File: src/rtl/mem_port_arbiter_if.sv
// rtl/mem_port_arbiter_if.sv - fetch/LSU request ports and single-port SRAM bus
interface mem_port_arbiter_if #(
  parameter int ADDR_W = 32,
  parameter int XLEN   = 32
);
  logic              if_req;
  logic [ADDR_W-1:0] if_addr;
  logic              if_gnt;
  logic              if_rvalid;
  logic [XLEN-1:0]   if_rdata;

  logic              lsu_req;
  logic              lsu_we;
  logic [XLEN/8-1:0] lsu_be;
  logic [ADDR_W-1:0] lsu_addr;
  logic [XLEN-1:0]   lsu_wdata;
  logic              lsu_gnt;
  logic              lsu_rvalid;
  logic [XLEN-1:0]   lsu_rdata;

  logic              sram_cs;
  logic              sram_we;
  logic [XLEN/8-1:0] sram_be;
  logic [ADDR_W-1:0] sram_addr;
  logic [XLEN-1:0]   sram_wdata;
  logic [XLEN-1:0]   sram_rdata;

  modport slave (
    input  if_req, if_addr, lsu_req, lsu_we, lsu_be, lsu_addr, lsu_wdata, sram_rdata,
    output if_gnt, if_rvalid, if_rdata, lsu_gnt, lsu_rvalid, lsu_rdata,
    output sram_cs, sram_we, sram_be, sram_addr, sram_wdata
  );

  modport master (
    output if_req, if_addr, lsu_req, lsu_we, lsu_be, lsu_addr, lsu_wdata, sram_rdata,
    input  if_gnt, if_rvalid, if_rdata, lsu_gnt, lsu_rvalid, lsu_rdata,
    input  sram_cs, sram_we, sram_be, sram_addr, sram_wdata
  );
endinterface

File: src/rtl/mem_port_arbiter.sv
// rtl/mem_port_arbiter.sv - fetch/LSU arbiter onto one single-port SRAM, LSU priority with starvation guard
module mem_port_arbiter #(
  parameter int ADDR_W     = 32,
  parameter int XLEN       = 32,
  parameter int STARVE_LIM = 4
) (
  input  logic              clk,
  input  logic              rst_n,
  mem_port_arbiter_if.slave bus
);
  localparam int CNT_W = $clog2(STARVE_LIM + 1);
  localparam int BE_W  = XLEN / 8;

  typedef enum logic [1:0] {OWN_NONE, OWN_IF, OWN_LSU} owner_t;

  owner_t            resp_owner;
  logic [CNT_W-1:0]  starve_cnt;
  logic              starved;
  logic              if_gnt;
  logic              lsu_gnt;
  logic              sram_we;
  logic [BE_W-1:0]   sram_be;
  logic [ADDR_W-1:0] sram_addr;
  logic [XLEN-1:0]   sram_wdata;

  assign starved = (starve_cnt == CNT_W'(STARVE_LIM));

  // Grants are gated by rst_n so every output reads 0 while reset is held.
  assign if_gnt  = rst_n & bus.if_req & (~bus.lsu_req | starved);
  assign lsu_gnt = rst_n & bus.lsu_req & ~if_gnt;

  always_comb begin
    sram_we    = 1'b0;
    sram_be    = '0;
    sram_addr  = '0;
    sram_wdata = '0;
    if (if_gnt) begin
      sram_be    = '1;
      sram_addr  = bus.if_addr & ~ADDR_W'(3);
      sram_wdata = bus.lsu_wdata;
    end else if (lsu_gnt) begin
      sram_we    = bus.lsu_we;
      sram_be    = bus.lsu_we ? bus.lsu_be : '1;
      sram_addr  = bus.lsu_addr & ~ADDR_W'(3);
      sram_wdata = bus.lsu_wdata;
    end
  end

  always_ff @(posedge clk or negedge rst_n) begin
    if (!rst_n) begin
      resp_owner <= OWN_NONE;
      starve_cnt <= '0;
    end else begin
      if (if_gnt)
        resp_owner <= OWN_IF;
      else if (lsu_gnt && !bus.lsu_we)
        resp_owner <= OWN_LSU;
      else
        resp_owner <= OWN_NONE;

      if (if_gnt || !bus.if_req)
        starve_cnt <= '0;
      else if (!starved)
        starve_cnt <= starve_cnt + 1'b1;
    end
  end

  assign bus.if_gnt     = if_gnt;
  assign bus.lsu_gnt    = lsu_gnt;
  assign bus.sram_cs    = if_gnt | lsu_gnt;
  assign bus.sram_we    = sram_we;
  assign bus.sram_be    = sram_be;
  assign bus.sram_addr  = sram_addr;
  assign bus.sram_wdata = sram_wdata;

  assign bus.if_rvalid  = (resp_owner == OWN_IF);
  assign bus.lsu_rvalid = (resp_owner == OWN_LSU);
  assign bus.if_rdata   = bus.if_rvalid  ? bus.sram_rdata : '0;
  assign bus.lsu_rdata  = bus.lsu_rvalid ? bus.sram_rdata : '0;
endmodule

File: src/flat_wrapper.sv
// flat-port wrapper written by rule: the top's interface ports become plain ports
module mem_port_arbiter_flat 
#(
  parameter int ADDR_W     = 32,
  parameter int XLEN       = 32,
  parameter int STARVE_LIM = 4
)
  (clk, rst_n, bus_if_req, bus_if_addr, bus_lsu_req, bus_lsu_we, bus_lsu_be, bus_lsu_addr, bus_lsu_wdata, bus_sram_rdata, bus_if_gnt, bus_if_rvalid, bus_if_rdata, bus_lsu_gnt, bus_lsu_rvalid, bus_lsu_rdata, bus_sram_cs, bus_sram_we, bus_sram_be, bus_sram_addr, bus_sram_wdata);
  mem_port_arbiter_if #(.ADDR_W(ADDR_W), .XLEN(XLEN)) bus_i ();
  input  logic clk;
  input  logic rst_n;
  input wire logic [$bits(bus_i.if_req)-1:0] bus_if_req;
  input wire logic [$bits(bus_i.if_addr)-1:0] bus_if_addr;
  input wire logic [$bits(bus_i.lsu_req)-1:0] bus_lsu_req;
  input wire logic [$bits(bus_i.lsu_we)-1:0] bus_lsu_we;
  input wire logic [$bits(bus_i.lsu_be)-1:0] bus_lsu_be;
  input wire logic [$bits(bus_i.lsu_addr)-1:0] bus_lsu_addr;
  input wire logic [$bits(bus_i.lsu_wdata)-1:0] bus_lsu_wdata;
  input wire logic [$bits(bus_i.sram_rdata)-1:0] bus_sram_rdata;
  output wire logic [$bits(bus_i.if_gnt)-1:0] bus_if_gnt;
  output wire logic [$bits(bus_i.if_rvalid)-1:0] bus_if_rvalid;
  output wire logic [$bits(bus_i.if_rdata)-1:0] bus_if_rdata;
  output wire logic [$bits(bus_i.lsu_gnt)-1:0] bus_lsu_gnt;
  output wire logic [$bits(bus_i.lsu_rvalid)-1:0] bus_lsu_rvalid;
  output wire logic [$bits(bus_i.lsu_rdata)-1:0] bus_lsu_rdata;
  output wire logic [$bits(bus_i.sram_cs)-1:0] bus_sram_cs;
  output wire logic [$bits(bus_i.sram_we)-1:0] bus_sram_we;
  output wire logic [$bits(bus_i.sram_be)-1:0] bus_sram_be;
  output wire logic [$bits(bus_i.sram_addr)-1:0] bus_sram_addr;
  output wire logic [$bits(bus_i.sram_wdata)-1:0] bus_sram_wdata;
  assign bus_i.if_req = bus_if_req;
  assign bus_i.if_addr = bus_if_addr;
  assign bus_i.lsu_req = bus_lsu_req;
  assign bus_i.lsu_we = bus_lsu_we;
  assign bus_i.lsu_be = bus_lsu_be;
  assign bus_i.lsu_addr = bus_lsu_addr;
  assign bus_i.lsu_wdata = bus_lsu_wdata;
  assign bus_i.sram_rdata = bus_sram_rdata;
  assign bus_if_gnt = bus_i.if_gnt;
  assign bus_if_rvalid = bus_i.if_rvalid;
  assign bus_if_rdata = bus_i.if_rdata;
  assign bus_lsu_gnt = bus_i.lsu_gnt;
  assign bus_lsu_rvalid = bus_i.lsu_rvalid;
  assign bus_lsu_rdata = bus_i.lsu_rdata;
  assign bus_sram_cs = bus_i.sram_cs;
  assign bus_sram_we = bus_i.sram_we;
  assign bus_sram_be = bus_i.sram_be;
  assign bus_sram_addr = bus_i.sram_addr;
  assign bus_sram_wdata = bus_i.sram_wdata;
  mem_port_arbiter #(.ADDR_W(ADDR_W), .XLEN(XLEN), .STARVE_LIM(STARVE_LIM)) u_core (.clk(clk), .rst_n(rst_n), .bus(bus_i));
endmodule
File: config.mk
export PLATFORM = sky130hd
export DESIGN_NAME = mem_port_arbiter_flat
export DESIGN_NICKNAME = d
export VERILOG_FILES = /design/src/rtl/mem_port_arbiter_if.sv /design/src/rtl/mem_port_arbiter.sv /design/src/flat_wrapper.sv
export SDC_FILE = /design/constraint.sdc
export NUM_CORES = 1
export LEC_CHECK = 0
export ABC_CLOCK_PERIOD_IN_PS = 3550
export CAP_MARGIN = 25
export CORE_AREA = 2 2 105 107
export DETAILED_ROUTE_END_ITERATION = 6
export DIE_AREA = 0 0 107 109
export MAX_ROUTING_LAYER = met4
export SLEW_MARGIN = 20
export SYNTH_ARGS = -nofsm -noshare
export SYNTH_HDL_FRONTEND = slang
export SYNTH_SLANG_ARGS = --single-unit
export TNS_END_PERCENT = 20
File: constraint.sdc
create_clock -name clk -period 3.55 [get_ports clk]
set_input_delay 1.065 -clock clk [delete_from_list [all_inputs] [get_ports clk]]
set_output_delay 1.065 -clock clk [all_outputs]
set_load 0.01 [all_outputs]
# Word-level counts from Yosys, hierarchy flattened
# Cells that the tools add are included.
# op_classes
reduce_logical,4
mux,15
n_addsub,1
bitwise,8
eq_ne,4
# ops
op,n
32-bit 2-to-1 mux,6
4-bit 2-to-1 mux,3
3-bit 2-to-1 mux,2
1-bit bitwise AND,4
2-bit 2-to-1 mux,2
3-bit by 1-bit adder with 3-bit output (second input constant),1
3-bit == test (second input constant),1
2-bit by 1-bit == test with 1-bit output (second input constant),1
2-bit == test (second input constant),1
1-bit logical NOT,2
1-bit 2-to-1 mux,2
2-bit inequality test (second input constant),1
1-bit NOT,2
1-bit bitwise OR,2
1-bit logical AND,1
1-bit logical OR,1
# word_totals
word_cells,34
output_inout_bits,138
input_bits,137
register_bits,5

# Depth between registers and ports, before layout
# depth
ltp_word,8
mapped_depth,7
ltp_nobuf,6

# Worst setup path before layout
# No wires, ideal clock.
# synth_path
path_kind,input-to-output
from,input port bus_lsu_req
to,output port bus_sram_addr[22]
path_slack_ps,714
t_arrival_ps,1771
required_time_ps,2485
path_stages,5
n_path_buf,1
cell_sequence,inv_2 -> o211ai_4 -> inv_2 -> buf_6 -> a22o_1
# synth_between
elab_chain_len,7
elab_cells_between_ends,8
classes_between,mux (2); bitwise (6)
# synth_rtl
item,line_no,source
"start, declared",flat_wrapper.sv:14,input wire logic [$bits(bus_i.lsu_req)-1:0] bus_lsu_req;
1-bit NOT (*),mem_port_arbiter.sv:29,assign if_gnt = rst_n & bus.if_req & (~bus.lsu_req | starved);
1-bit bitwise OR (*),mem_port_arbiter.sv:29,
1-bit bitwise AND (*),mem_port_arbiter.sv:29,
named net bus_if_gnt,flat_wrapper.sv:20,output wire logic [$bits(bus_i.if_gnt)-1:0] bus_if_gnt;
1-bit NOT,mem_port_arbiter.sv:30,assign lsu_gnt = rst_n & bus.lsu_req & ~if_gnt;
1-bit bitwise AND,mem_port_arbiter.sv:30,
32-bit 2-to-1 mux,mem_port_arbiter.sv:41,end else if (lsu_gnt) begin
32-bit 2-to-1 mux (*),mem_port_arbiter.sv:37,if (if_gnt) begin
"end, declared",flat_wrapper.sv:29,output wire logic [$bits(bus_i.sram_addr)-1:0] bus_sram_addr;
# Mark *: on every way through the listed nets, which the timed path passes. The rest lies on a longest branch.

# Final worst setup path
# layout_path
from,input port rst_n
to,output port bus_sram_wdata[23]
# layout_between
elab_chain_len,6
elab_cells_between_ends,7
classes_between,mux (2); bitwise (5)
# layout_rtl
item,line_no,source
"start, declared",flat_wrapper.sv:11,input logic rst_n;
1-bit bitwise AND (2 in a row),mem_port_arbiter.sv:29,
1-bit NOT,mem_port_arbiter.sv:30,
1-bit bitwise AND,mem_port_arbiter.sv:30,
32-bit 2-to-1 mux,mem_port_arbiter.sv:41,
32-bit 2-to-1 mux (*),mem_port_arbiter.sv:37,
"end, declared",flat_wrapper.sv:30,output wire logic [$bits(bus_i.sram_wdata)-1:0] bus_sram_wdata;
# Every way passes the cells marked *; elsewhere a longest branch is shown, timed or not.

==> results.txt <==
- In this run the core area contains 38 standard-cell rows.
- Of the total synthesized cell area, the portion taken by AND, OR, NAND and NOR gates is 0.5079.
- The worst setup path is captured at an output pin.
* Die ar.: 0.01166 mm2
- Timing would allow up to 284.0 MHz.
* Pre-antenna DRT Iters: 4
* ANT cells: 0
* Count of buffers from port buffering: 268
- First-pass GRT wire length: 11310 um
* Post-synthesis cell area: 0.001353 mm2
- Core ar.: 0.01060 mm2
* Sink count of the clock tree: 5
- The routed layout has 2357 vias.
* Mean Syn Cell Area: 7.311 um2
- Layout Nets: 599
* Maximum fanout count along the critical path: 16
* Top cells by area, synth: sky130_fd_sc_hd__and2_1, sky130_fd_sc_hd__a22o_1, sky130_fd_sc_hd__dfrtp_1, sky130_fd_sc_hd__buf_6, sky130_fd_sc_hd__nor2b_1
* Number of buffers added by the clock tree synthesis step: 3
- For met3 alone, demand over resource in global routing was 0.02152.
- Of the total synthesized cell area, the portion taken by XOR and XNOR cells is 0.
- DIE WIDTH: 107 um
- Final-report hold violation count: 0
- Worst Hold Depth: 1
- Remaining Overflow, GRT: 0
- After synthesis, the largest family of logic cells by area is simple AND/OR/NAND/NOR gates.
- TritonCTS clock tree: built
- Routability cong.: 0.7713
- Overall global routing resource usage: 0.1255
* Fraction of the yosys area taken by sequential cells: 0.09251
- First-iteration detailed-routing DRC count: 85
- Measured in cells, the most critical reg-to-reg path has a length of 6.
* Grt peak-use layer: met2
* Vias in the first global route: 2283
- Yosys synthesis warning count: 0
* DRC viols: 0
- Overall routed net length: 7970 um
- Final slew viol count: 0
* Leakage power of the design: 1.786 nW
- The share of synthesized area in the top cell type comes to 0.4487.
- Buffer type at the clock tree root: sky130_fd_sc_hd__clkbuf_8
- Cells after synthesis: 185
- After clock tree synthesis, the clock-pin slew on the worst setup and hold paths is 0.04 ns.
- Classification of the worst-slack hold path: flop to flop
- Measured along the y axis, the die boundary spans 109 um.
- Setup slack closes at 0.02868 ns.
- Count of hold-fix buffers inserted at cts: 0
- After detailed routing, the number of vias per cell comes to 3.935.
- Adder-Cell Fraction of Synth Area: 0.01850
* # IOs: 275
* Fraction of final layout cells sized beyond drive strength 1: 0.1569
- The initial antenna violation count came to 0.
* Fill cell count: 1101
- The clock reaches the later pin of the worst-skew pair after 0.23 ns.
- Startpoint-to-endpoint class of the critical path: input port to output pin
- The post-synthesis compound-gate area fraction came to 0.2729.
* Most area-hungry cell type in the Yosys netlist: sky130_fd_sc_hd__and2_1
- After detailed routing, the average wire length per cell comes to 13.31 um.
- For this configuration, the core starts out at a cell density of 0.1276.
* Maximum number of pins on one net before global-route repair: 34
- Compared with the post-synthesis result, the final layout area differs by 208.5%.
- Data required time at the worst endpoint: 2.48 ns
- Data arrival time at the worst-slack endpoint: 2.46 ns
- Setup violations remaining at the end of the flow were counted as 0.
- Fin Clk Skew: 0.005435 ns
- The commonest cells after synthesis are sky130_fd_sc_hd__and2_1, sky130_fd_sc_hd__a22o_1, sky130_fd_sc_hd__nor2b_1.
- Measured on the finished design, the core utilization comes to 0.3936.
* Sort of element at the start of the critical path: input port
- The flow ran to the end, and the final reports show no timing, DRC or antenna violations.
* Worst voltage drop across the vdd grid: 0.00007144 V
- Post-DP HPWL: 7036 um
* Worst-case setup slack after placement: -0.3608 ns
- In the finished design, the share of the clock period the worst path needs comes to 0.9919.
- The most used flip-flop cell after synthesis is sky130_fd_sc_hd__dfrtp_1.
- Met2 global-route usage: 0.2484
* Async set-reset flop share out of synthesis: 1.000
- The synthesized netlist contains 28 unique library cells.
* Bufs on Longest Clock Path: 2
- Number of nets with antenna violations after routing: 0
* Multiplexer share of the synthesized area: 0
- Count of flip-flops with a built-in enable after synthesis: 0
- Shortest clock period the worst path allows after layout: 3.521 ns
- By instance count, the leading cell after synthesis is sky130_fd_sc_hd__and2_1.
- Max-cap violations in this run came to 0.
- Total power density per cell area: 137.5 mW/mm2
* Level count of the clock H-tree: 1
- RSZ-0062 raised after global routing: true
* Global routing usage on met1: 0.1278
* Yosys reg bits: 5
power breakdown:
part           switching [mW]  total, mW  internal [mW]
combinational           0.140      0.401          0.261
sequential            0.00242     0.0628         0.0604
clock                  0.0323      0.110         0.0774
total                   0.175      0.574          0.399
critical path: stages:
cell and delay (ns):
sky130_fd_sc_hd__clkdlybuf4s50_1 0.48, sky130_fd_sc_hd__buf_4 0.13, sky130_fd_sc_hd__inv_1 0.07, sky130_fd_sc_hd__nor2_4 0.11
sky130_fd_sc_hd__buf_4 0.13, sky130_fd_sc_hd__buf_16 0.13, sky130_fd_sc_hd__and2_1 0.13, sky130_fd_sc_hd__clkdlybuf4s15_2 0.22
per-stage QoR:
step	total power [mW]	hold slack (ns)	setup TNS [ns]	instances	area (um2)
after floorplan	0.1898	0.4815	0	186	1356
after CTS	0.5901	0.5339	-0.2601	598	4343
after global routing	0.6117	0.5651	-0.2465	599	4173
after global placement	0.4920	0.5059	-19.74	592	4262
after detailed placement	0.4960	0.5291	-20.25	592	4262
final	0.5739	0.5355	0	599	4173
routing by layer:
metal / share of wire / up-vias / routed length [um]
met1: 0.35 / 1032 / 2756
li1: - / 1166 / -
met4: 0.012 / 0 / 97
met3: 0.090 / 10 / 716
met5: 0 / - / 0
met2: 0.55 / 149 / 4399
what timing repair did:
item                       4_1_cts  5_1_grt
setup buffers                    1        1
resized for setup              159       43
gates cloned                     1        0
setup endpoints to repair       70       59
pin swaps                        1        1
state kept, by name, indices dropped and copies added (netlist names):
signal             count
u_core.resp_owner      2
u_core.starve_cnt      3
area by class of cell:
| cell class | instances | area [um2] | share of cell area |
|---|---|---|---|
| Timing Repair Buffer | 286 | 2704 | 0.6480 |
| Multi-Input combinational cell | 158 | 1099 | 0.2633 |
| Tap cell | 140 | 175.2 | 0.04198 |
| Sequential cell | 5 | 125.1 | 0.02999 |
| Clock buffer | 4 | 45.04 | 0.01079 |
| Inverter | 6 | 25.02 | 0.005997 |
cell families after synthesis:
family	Yosys count
other cells	1
buf+inv	23
simple gates	111
flops	5
fa+ha+maj	2
compound gates	43
final timing paths:
path	slack (ns)	to	startpoint
setup / recovery	0.03	bus_sram_wdata[23]	rst_n
hold / removal	0.54	u_core.starve_cnt[2]$_DFFE_PN0P_	u_core.starve_cnt[2]$_DFFE_PN0P_
setup reg to reg	2.15	u_core.resp_owner[1]$_DFF_PN0_	u_core.starve_cnt[0]$_DFFE_PN0P_
hold reg to reg	0.54	u_core.starve_cnt[2]$_DFFE_PN0P_	u_core.starve_cnt[2]$_DFFE_PN0P_
max in group asynchronous	2.16	u_core.resp_owner[0]$_DFF_PN0_	rst_n
min in group asynchronous	1.26	u_core.starve_cnt[1]$_DFFE_PN0P_	rst_n
layout by cell type (no fill, tap or decap), types with 2 or more instances in the layout:
master and count:
sky130_fd_sc_hd__nand2_1 2, sky130_fd_sc_hd__clkbuf_8 3, sky130_fd_sc_hd__clkdlybuf4s50_1 196, sky130_fd_sc_hd__conb_1 2
sky130_fd_sc_hd__dfrtp_1 5, sky130_fd_sc_hd__buf_4 13, sky130_fd_sc_hd__clkbuf_2 14, sky130_fd_sc_hd__a22o_1 30
sky130_fd_sc_hd__clkdlybuf4s15_1 19, sky130_fd_sc_hd__buf_12 4, sky130_fd_sc_hd__nor2b_2 2, sky130_fd_sc_hd__buf_2 22
sky130_fd_sc_hd__and2_1 97, sky130_fd_sc_hd__ha_1 2, sky130_fd_sc_hd__nor2b_1 5, sky130_fd_sc_hd__inv_1 4
sky130_fd_sc_hd__o21ai_0 5, sky130_fd_sc_hd__dlygate4sd2_1 10, sky130_fd_sc_hd__clkdlybuf4s15_2 7
Note: power is estimated with default switching activity, not from simulation.
